### config.mk
export PLATFORM = sky130hd
export DESIGN_NAME = voice_allocator
export DESIGN_NICKNAME = d
export VERILOG_FILES = /design/src/rtl/voice_allocator.sv
export SDC_FILE = /design/constraint.sdc
export NUM_CORES = 1
export LEC_CHECK = 0
export ABC_AREA = 1
export CORE_MARGIN = 1.5
export CORE_UTILIZATION = 45
export DETAILED_ROUTE_END_ITERATION = 8
export PLACE_DENSITY_LB_ADDON = 0.3
export SYNTH_ARGS = -nofsm -noshare
export SYNTH_HDL_FRONTEND = slang
export SYNTH_SLANG_ARGS = --single-unit
### constraint.sdc
create_clock -name clock_50_000_000 -period 5.8 [get_ports clock_50_000_000]
set_input_delay 0.87 -clock clock_50_000_000 [delete_from_list [all_inputs] [get_ports clock_50_000_000]]
set_output_delay 0.87 -clock clock_50_000_000 [all_outputs]
set_load 0.1 [all_outputs]
### src/rtl/voice_allocator.sv
// Polyphonic voice allocator: maps MIDI note events onto VOICES synthesis voices,
// tracking per-voice state and age for retrigger, stealing and sustain-pedal handling.
module voice_allocator #(
    parameter int unsigned VOICES         = 4,
    parameter int unsigned NOTE_WIDTH     = 7,
    parameter int unsigned VELOCITY_WIDTH = 7
) (
    input  logic                               clock_50_000_000,
    input  logic                               reset,
    input  logic                               event_valid,
    output logic                               event_ready,
    input  logic                               event_is_on,
    input  logic [NOTE_WIDTH-1:0]              event_note,
    input  logic [VELOCITY_WIDTH-1:0]          event_velocity,
    input  logic                               sustain_pedal,
    input  logic [VOICES-1:0]                  envelope_end,
    output logic [VOICES-1:0]                  voice_note_on,
    output logic [VOICES-1:0]                  voice_note_off,
    output logic [VOICES*NOTE_WIDTH-1:0]       voice_note,
    output logic [VOICES*VELOCITY_WIDTH-1:0]   voice_velocity,
    output logic [VOICES-1:0]                  voice_active
);

    localparam int unsigned RANK_W = (VOICES > 1) ? $clog2(VOICES) : 1;
    localparam int unsigned IDX_W  = RANK_W;

    typedef enum logic [1:0] {
        ST_FREE      = 2'd0,
        ST_HELD      = 2'd1,
        ST_SUSTAINED = 2'd2,
        ST_RELEASING = 2'd3
    } voice_state_e;

    voice_state_e               r_state    [VOICES];
    voice_state_e               w_state_nxt[VOICES];
    logic [RANK_W-1:0]          r_rank     [VOICES];
    logic [RANK_W-1:0]          w_rank_nxt [VOICES];
    logic [NOTE_WIDTH-1:0]      r_note     [VOICES];
    logic [NOTE_WIDTH-1:0]      w_note_nxt [VOICES];
    logic [VELOCITY_WIDTH-1:0]  r_vel      [VOICES];
    logic [VELOCITY_WIDTH-1:0]  w_vel_nxt  [VOICES];

    logic [VOICES-1:0]          r_on;
    logic [VOICES-1:0]          r_off;
    logic [VOICES-1:0]          r_active;
    logic [VOICES-1:0]          w_on_nxt;
    logic [VOICES-1:0]          w_off_nxt;
    logic [VOICES-1:0]          w_active_nxt;
    logic                       r_pedal;
    logic                       r_ready;

    logic                       w_accept;
    logic                       w_is_on;
    logic                       w_is_off;
    logic                       w_pedal_fall;

    logic                       w_retrig_hit;
    logic [IDX_W-1:0]           w_retrig_idx;
    logic                       w_free_hit;
    logic [IDX_W-1:0]           w_free_idx;
    logic                       w_rel_hit;
    logic [IDX_W-1:0]           w_rel_idx;
    logic [RANK_W-1:0]          w_rel_rank;
    logic                       w_sus_hit;
    logic [IDX_W-1:0]           w_sus_idx;
    logic [RANK_W-1:0]          w_sus_rank;
    logic                       w_held_hit;
    logic [IDX_W-1:0]           w_held_idx;
    logic [RANK_W-1:0]          w_held_rank;
    logic                       w_off_hit;
    logic [IDX_W-1:0]           w_off_idx;
    logic [IDX_W-1:0]           w_target_idx;
    logic [RANK_W-1:0]          w_target_rank;

    // Event decode and candidate search, all on pre-cycle state.
    always_comb begin
        w_accept     = event_valid && r_ready;
        w_is_on      = w_accept && event_is_on && (event_velocity != '0);
        w_is_off     = w_accept && !w_is_on;
        w_pedal_fall = r_pedal && !sustain_pedal;

        w_retrig_hit = 1'b0;
        w_retrig_idx = '0;
        w_free_hit   = 1'b0;
        w_free_idx   = '0;
        w_off_hit    = 1'b0;
        w_off_idx    = '0;
        // Descending scan so the lowest matching index wins.
        for (int i = int'(VOICES) - 1; i >= 0; i--) begin
            if (r_state[i] != ST_FREE && r_note[i] == event_note) begin
                w_retrig_hit = 1'b1;
                w_retrig_idx = IDX_W'(i);
            end
            if (r_state[i] == ST_FREE) begin
                w_free_hit = 1'b1;
                w_free_idx = IDX_W'(i);
            end
            if (r_state[i] == ST_HELD && r_note[i] == event_note) begin
                w_off_hit = 1'b1;
                w_off_idx = IDX_W'(i);
            end
        end

        w_rel_hit   = 1'b0;
        w_rel_idx   = '0;
        w_rel_rank  = '0;
        w_sus_hit   = 1'b0;
        w_sus_idx   = '0;
        w_sus_rank  = '0;
        w_held_hit  = 1'b0;
        w_held_idx  = '0;
        w_held_rank = '0;
        // Oldest voice per state; ranks are unique so ties cannot occur.
        for (int i = 0; i < int'(VOICES); i++) begin
            if (r_state[i] == ST_RELEASING && (!w_rel_hit || r_rank[i] > w_rel_rank)) begin
                w_rel_hit  = 1'b1;
                w_rel_idx  = IDX_W'(i);
                w_rel_rank = r_rank[i];
            end
            if (r_state[i] == ST_SUSTAINED && (!w_sus_hit || r_rank[i] > w_sus_rank)) begin
                w_sus_hit  = 1'b1;
                w_sus_idx  = IDX_W'(i);
                w_sus_rank = r_rank[i];
            end
            if (r_state[i] == ST_HELD && (!w_held_hit || r_rank[i] > w_held_rank)) begin
                w_held_hit  = 1'b1;
                w_held_idx  = IDX_W'(i);
                w_held_rank = r_rank[i];
            end
        end

        if (w_retrig_hit) begin
            w_target_idx = w_retrig_idx;
        end else if (w_free_hit) begin
            w_target_idx = w_free_idx;
        end else if (w_rel_hit) begin
            w_target_idx = w_rel_idx;
        end else if (w_sus_hit) begin
            w_target_idx = w_sus_idx;
        end else begin
            w_target_idx = w_held_idx;
        end
        w_target_rank = r_rank[w_target_idx];
    end

    // Next-state: pedal release and envelope ends first, then the note event overrides.
    always_comb begin
        for (int i = 0; i < int'(VOICES); i++) begin
            w_state_nxt[i] = r_state[i];
            w_rank_nxt[i]  = r_rank[i];
            w_note_nxt[i]  = r_note[i];
            w_vel_nxt[i]   = r_vel[i];
        end
        w_on_nxt     = '0;
        w_off_nxt    = '0;
        w_active_nxt = '0;

        for (int i = 0; i < int'(VOICES); i++) begin
            if (w_pedal_fall && r_state[i] == ST_SUSTAINED) begin
                w_state_nxt[i] = ST_RELEASING;
                w_off_nxt[i]   = 1'b1;
            end
            if (envelope_end[i] && r_state[i] == ST_RELEASING) begin
                w_state_nxt[i] = ST_FREE;
            end
        end

        for (int i = 0; i < int'(VOICES); i++) begin
            if (w_is_off && w_off_hit && IDX_W'(i) == w_off_idx) begin
                if (sustain_pedal) begin
                    w_state_nxt[i] = ST_SUSTAINED;
                end else begin
                    w_state_nxt[i] = ST_RELEASING;
                    w_off_nxt[i]   = 1'b1;
                end
            end
            if (w_is_on) begin
                if (IDX_W'(i) == w_target_idx) begin
                    w_state_nxt[i] = ST_HELD;
                    w_rank_nxt[i]  = '0;
                    w_note_nxt[i]  = event_note;
                    w_vel_nxt[i]   = event_velocity;
                    w_on_nxt[i]    = 1'b1;
                    w_off_nxt[i]   = 1'b0;
                end else if (r_rank[i] < w_target_rank) begin
                    w_rank_nxt[i] = r_rank[i] + RANK_W'(1);
                end
            end
        end

        for (int i = 0; i < int'(VOICES); i++) begin
            w_active_nxt[i] = (w_state_nxt[i] != ST_FREE);
        end
    end

    // State register.
    always_ff @(posedge clock_50_000_000) begin
        if (reset) begin
            for (int i = 0; i < int'(VOICES); i++) begin
                r_state[i] <= ST_FREE;
                r_rank[i]  <= RANK_W'(i);
                r_note[i]  <= '0;
                r_vel[i]   <= '0;
            end
            r_on     <= '0;
            r_off    <= '0;
            r_active <= '0;
            r_pedal  <= 1'b0;
            r_ready  <= 1'b0;
        end else begin
            for (int i = 0; i < int'(VOICES); i++) begin
                r_state[i] <= w_state_nxt[i];
                r_rank[i]  <= w_rank_nxt[i];
                r_note[i]  <= w_note_nxt[i];
                r_vel[i]   <= w_vel_nxt[i];
            end
            r_on     <= w_on_nxt;
            r_off    <= w_off_nxt;
            r_active <= w_active_nxt;
            r_pedal  <= sustain_pedal;
            r_ready  <= 1'b1;
        end
    end

    for (genvar g = 0; g < int'(VOICES); g++) begin : g_pack
        assign voice_note[g*NOTE_WIDTH +: NOTE_WIDTH]             = r_note[g];
        assign voice_velocity[g*VELOCITY_WIDTH +: VELOCITY_WIDTH] = r_vel[g];
    end

    assign event_ready    = r_ready;
    assign voice_note_on  = r_on;
    assign voice_note_off = r_off;
    assign voice_active   = r_active;

endmodule

==> Yosys cells after proc, flatten, opt, wreduce, memory -nomap -nowiden <==
Memories as Yosys holds them, arrays and structs flattened.
Index checks and enable logic that the tools add are counted.
{ "totals": {"wordCells": 285, "ram_bits": 72, "ff_bits": 14, "memories": 4, "in_bits": 23, "output_inout_bits": 69} }
{ "memory_table": {"columns": ["memory", "words", "word_bits", "read_ports", "rd_clocked_by_memory_dff", "write_ports", "line_no", "source"], "rows": [
  ["r_note", 4, 7, 4, 0, 4, "38", "logic [NOTE_WIDTH-1:0] r_note [VOICES];"],
  ["r_vel", 4, 7, 4, 0, 4, "40", "logic [VELOCITY_WIDTH-1:0] r_vel [VOICES];"],
  ["r_rank", 4, 2, 5, 0, 4, "36", "logic [RANK_W-1:0] r_rank [VOICES];"],
  ["r_state", 4, 2, 4, 0, 4, "34", "voice_state_e r_state [VOICES];"]
]} }
{ "classes": {"n_bitwise": 17, "reduce_logical": 71, "n_addsub": 4, "n_lt_le_gt_ge": 13, "n_eq_ne": 22, "muxes": 149} }
{ "op_table": {"columns": ["cell", "n"], "rows": [
  ["7-bit 2-to-1 mux", 24],
  ["2-bit 2-to-1 mux", 71],
  ["1-bit 2-to-1 mux", 54],
  ["1-bit logical AND", 35],
  ["7-bit == test", 4],
  ["2-bit > comparator", 9],
  ["2-bit == test, second input constant", 8],
  ["1-bit bitwise OR", 16],
  ["2-bit nonzero test", 8],
  ["2-bit logical NOT", 6],
  ["1-bit logical NOT", 11],
  ["1-bit logical OR", 9],
  ["2-bit by 1-bit adder with 2-bit output, second input constant", 4],
  ["2-bit by 1-bit == test with 1-bit output, second input constant", 4],
  ["2-bit == test, first input constant", 4],
  ["2-bit less-than comparator", 4],
  ["7-bit nonzero test", 1],
  ["1-bit by 2-bit == test with 1-bit output, first input constant", 2],
  ["2-bit OR reduction", 1],
  ["1-bit inverter", 1]
]} }

==> Depth between registers and ports, before layout <==
An unclocked memory read counts as a cell.
{ "depth": {"depth_word": 25, "mapped_depth": 44, "depth_no_buf": 44} }

==> Worst setup path after synthesis <==
Ideal clock, no wire load.
{ "synth_timing": {"path_type": "reg-to-reg", "from": "memory r_state[0][1] (netlist name)", "to": "memory r_note[2][3] (netlist: r_note[0][17])", "t_arrival_ns": 3.848, "synth_period_minus_slack_ns": 3.972, "path_stages_with_launch": 39, "setup_ns": 0.124, "n_path_buf": 1, "path_slack_ns": 1.828, "t_required_ns": 5.676, "cell_sequence": "dfxtp_1 -> nand2_2 -> inv_1 -> nand2_1 -> ha_1 -> inv_1 -> nor2_1 -> o21ai_0 -> a21oi_1 -> inv_1 -> o21ai_0 -> ha_1 -> nand2_1 -> nand2_1 -> nand2_1 -> nand2_1 -> nand2_1 -> nand2_1 -> [3 not listed] -> nand2_1 -> nand2_1 -> nand2_1 -> nand2_1 -> nand2_1 -> nor2_1 -> nand3_1 -> nand2_1 -> nand2_4 -> nand2_4 -> inv_2 -> nor2_2 -> inv_2 -> nor2_1 -> inv_2 -> buf_4 -> nand2_4 -> o22ai_2"} }
{ "synth_lines": {"columns": ["element", "line_no"], "rows": [
  ["from (decl)", "34"],
  ["to (decl)", "38"]
]} }

==> results.md <==
* Register area at 0.00172 mm^2
* Worst endpoint required time at ~6 ns
* Die area at between 0.01 and 0.015 mm^2
* Main combinational cell family by area after synthesis: simple AND/OR/NAND/NOR gates
* Top cell type's share of synthesized area at approximately a third
* IO Port Bufs at 91
* GR Layer Usage met2 at approximately two fifths
* Number of nets in the layout at 825
* Status: completed
* Max stage delay cell, worst path: dfxtp_1
* Syn avg cell area at about 7 um^2
* Worst-margin pin slew at 1.15 ns
* Commonest non-fill, non-tap cell in the layout: nand2_1
* # resized after CTS at 0
* Drt pass-1 iters at 5
* Max Cap Viol at 0
* Initial Utilization at between 40% and 50%
* Antenna Cells at 0
* Critical path peak fanout at 17
* Detailed Place HPWL at between 10000 and 15000 um
* Mux share of post-synthesis cell area at 0%
* Die Y-Extent at 107 um
* DR DRC count at 0
* Commonest non-fill, non-tap cells in the layout: nand2_1 (167), inv_1 (92), clkdlybuf4s50_1 (91), nand3_1 (87), dfxtp_1 (86)
* Placed Cells at 909
* Endpoints failing setup at 0
* Met3 GRT Util at under 10%
* Met1 usage at 31.2%
* Via-to-Cell Ratio at 5.30
* Skew final at approximately 0.018 ns
* Root Driver: clkbuf_8
* Critical setup path kind: reg2reg
* Busiest grt layer: met2
* Adder-Cell Fraction of Synth Area at approximately 4.6%
* Initial antenna violation count at 0
* GPL Wtd Cong at roughly 0.98
* Clock Sinks at 86
* XOR/XNOR Fraction of Synth Area at ~2.9%
* CTS tree: yes
* RSZ-0062 raised after global routing: no
* 1st-iter DRT viols at 345
* Pwr Density at between 150 and 200 mW/mm^2
* Post-synth cell types at 36
* Slew margin rel. at a little under a quarter
* Num CTS Buffers at 9
* Final antenna-violating net count at 0
* First-pass GRT wire length at 22400 um
* Register area share after synthesis at 35.2%
* Syn-to-layout area delta at 24.2%
* Setup TNS at 0 ns
* Setup crit end kind: flop
* WL final at roughly 14000 um
* CP peak stage delay at approximately 0.44 ns
* Cell Rows at 37
* Slew Limit Fails at 0
* Largest net degree at the start of global routing at 34
* Max Clock Freq at just under 0.2 GHz
* Final Critical Period at approximately 5.1 ns
* Die W at between 100 and 150 um
* Commonest register cell after synthesis: dfxtp_1
* GRT Residual Overflow at 0
* Hold-fix buffers at CTS at 0
* Synth warnings at 0
* DR vias at approximately 4.9k
* Worst-path clk slew at approximately 0.1 ns
* Final period util at between 80 and 90%
* EDFF count, synth at 0
* Vias in the first global route at ~4.8k
* Maximum vdd drop at 0.144 mV
* WP data arrival at 5.32 ns
* Synthesized Nets at 740
* Share of post-route cells with drive strength above 1 at between 10% and 20%
* Hold Fails Final Rpt at 0
* Clock buffer depth at 2
* Layout filler cell count at 950
* Post-CTS Setup Bufs at 0
* Worst Setup Start Kind: flop
* GRT Total Usage at between 20 and 25%
* Clk_lat worst skew at roughly 0.36 ns
* Syn Inst Count at around 700
* Simple-gate area share of the yosys netlist at 32.3%
* CTS H-tree lvls at 3
* Io pins at 92
* Final non-filler cell total at roughly 900
* Cell Area, Synth at around 0.0049 mm^2
* Multi-input logic area at approximately 0.0026 mm^2
* Post-synthesis compound-gate area fraction at 14.2%
* Most frequent CP cell: nand2_1
* Leading area contributor after synthesis: dfxtp_1
* WL/cell at approximately 15 um
* Top area cells in the synthesized netlist: dfxtp_1 (35%), nand2_1 (13%), nand3_1 (8.9%), inv_1 (7.1%), ha_1 (4.6%)
* Hold crit path type: reg2reg
* Synth async-reset ratio at 0%
* Pleak at approximately 2.7 nW
* Yosys reg bits at 86
* Placeable Area at between 0.01 and 0.015 mm^2
## cells by family after synthesis
group / Yosys count
flops: 86
fa+ha+maj: 18
buf+inv: 129
compound gates: 110
simple gates: 340
xor+xnor: 16
## area by class of cell
class,count,share of cell area [%]
inverters,110,6.80
repair buffers,93,15.2
well taps,136,2.80
clock inverters,5,1.09
clock buffers,10,2.27
multi-input cells,484,43.4
flip-flops and latches,86,28.4
## routing by layer
layer  share of wire, %  wire, um
met5                  0         0
met3                5.8       809
met4                2.2       310
met2                 47      6550
met1                 45      6160
## critical path, delay by kind of cell (launching register included)
family          cells  cell delay, ns
buf+inv             5            0.81
fa+ha+maj           3            0.95
flops               1            0.44
compound gates      8            1.28
simple gates       17            1.45
## cells in the mapped netlist (8+ instances only)
| cell type | number |
|---|---|
| nor2_4 | 8 |
| nand3_1 | 87 |
| o21ai_2 | 13 |
| xnor2_1 | 12 |
| ha_1 | 18 |
| o21ai_1 | 15 |
| dfxtp_1 | 86 |
| nand4_1 | 9 |
| o22ai_2 | 8 |
| nand2_1 | 167 |
| o21ai_0 | 41 |
| a21oi_1 | 20 |
| nor2_1 | 46 |
| inv_2 | 17 |
| inv_1 | 92 |
## flip-flops by register name, summed over array words and instances, names as in the netlist
register        count
event_ready         1
r_note             28
r_pedal             1
r_rank              8
r_state             8
r_vel              28
voice_active        4
voice_note_off      4
voice_note_on       4
## path summary, 6_finish.rpt
| check | slack [ns] | cells after the start | endpoint | from |
|---|---|---|---|---|
| worst max-delay path | 0.70 | 33 | r_state[0][0]$_SDFF_PP0_ | r_state[0][1]$_SDFF_PP0_ |
| worst min-delay path | 0.48 | 2 | r_vel[0][1]$_SDFFE_PP0P_ | r_vel[0][1]$_SDFFE_PP0P_ |
| worst max register to register | 0.70 | 33 | r_state[0][0]$_SDFF_PP0_ | r_state[0][1]$_SDFF_PP0_ |
| worst min register to register | 0.48 | 2 | r_vel[0][1]$_SDFFE_PP0P_ | r_vel[0][1]$_SDFFE_PP0P_ |
## report_power, final
part	internal (W)	total, W	switching (W)
Combinational	0.0000433	0.000146	0.000103
Clock	0.000214	0.000442	0.000228
Sequential	0.000597	0.000603	0.00000565
Total	0.000854	0.00119	0.000337
## stage by stage
step / utilization [%] / hold slack, ns / area (um^2) / power (W) / worst slack (ns)
after CTS: 58.3 / 0.483 / 6070 / 0.00119 / 0.704
after global placement: 56.3 / 0.471 / 5870 / 0.000760 / 0.896
after global routing: 58.3 / 0.505 / 6070 / 0.00123 / 0.244
after floorplan: - / 0.474 / 4890 / 0.000715 / 1.83
after detailed placement: 56.3 / 0.470 / 5870 / 0.000761 / 0.756
final: 58.3 / 0.480 / 6070 / 0.00119 / 0.702
(Power assumes the default switching activity.)
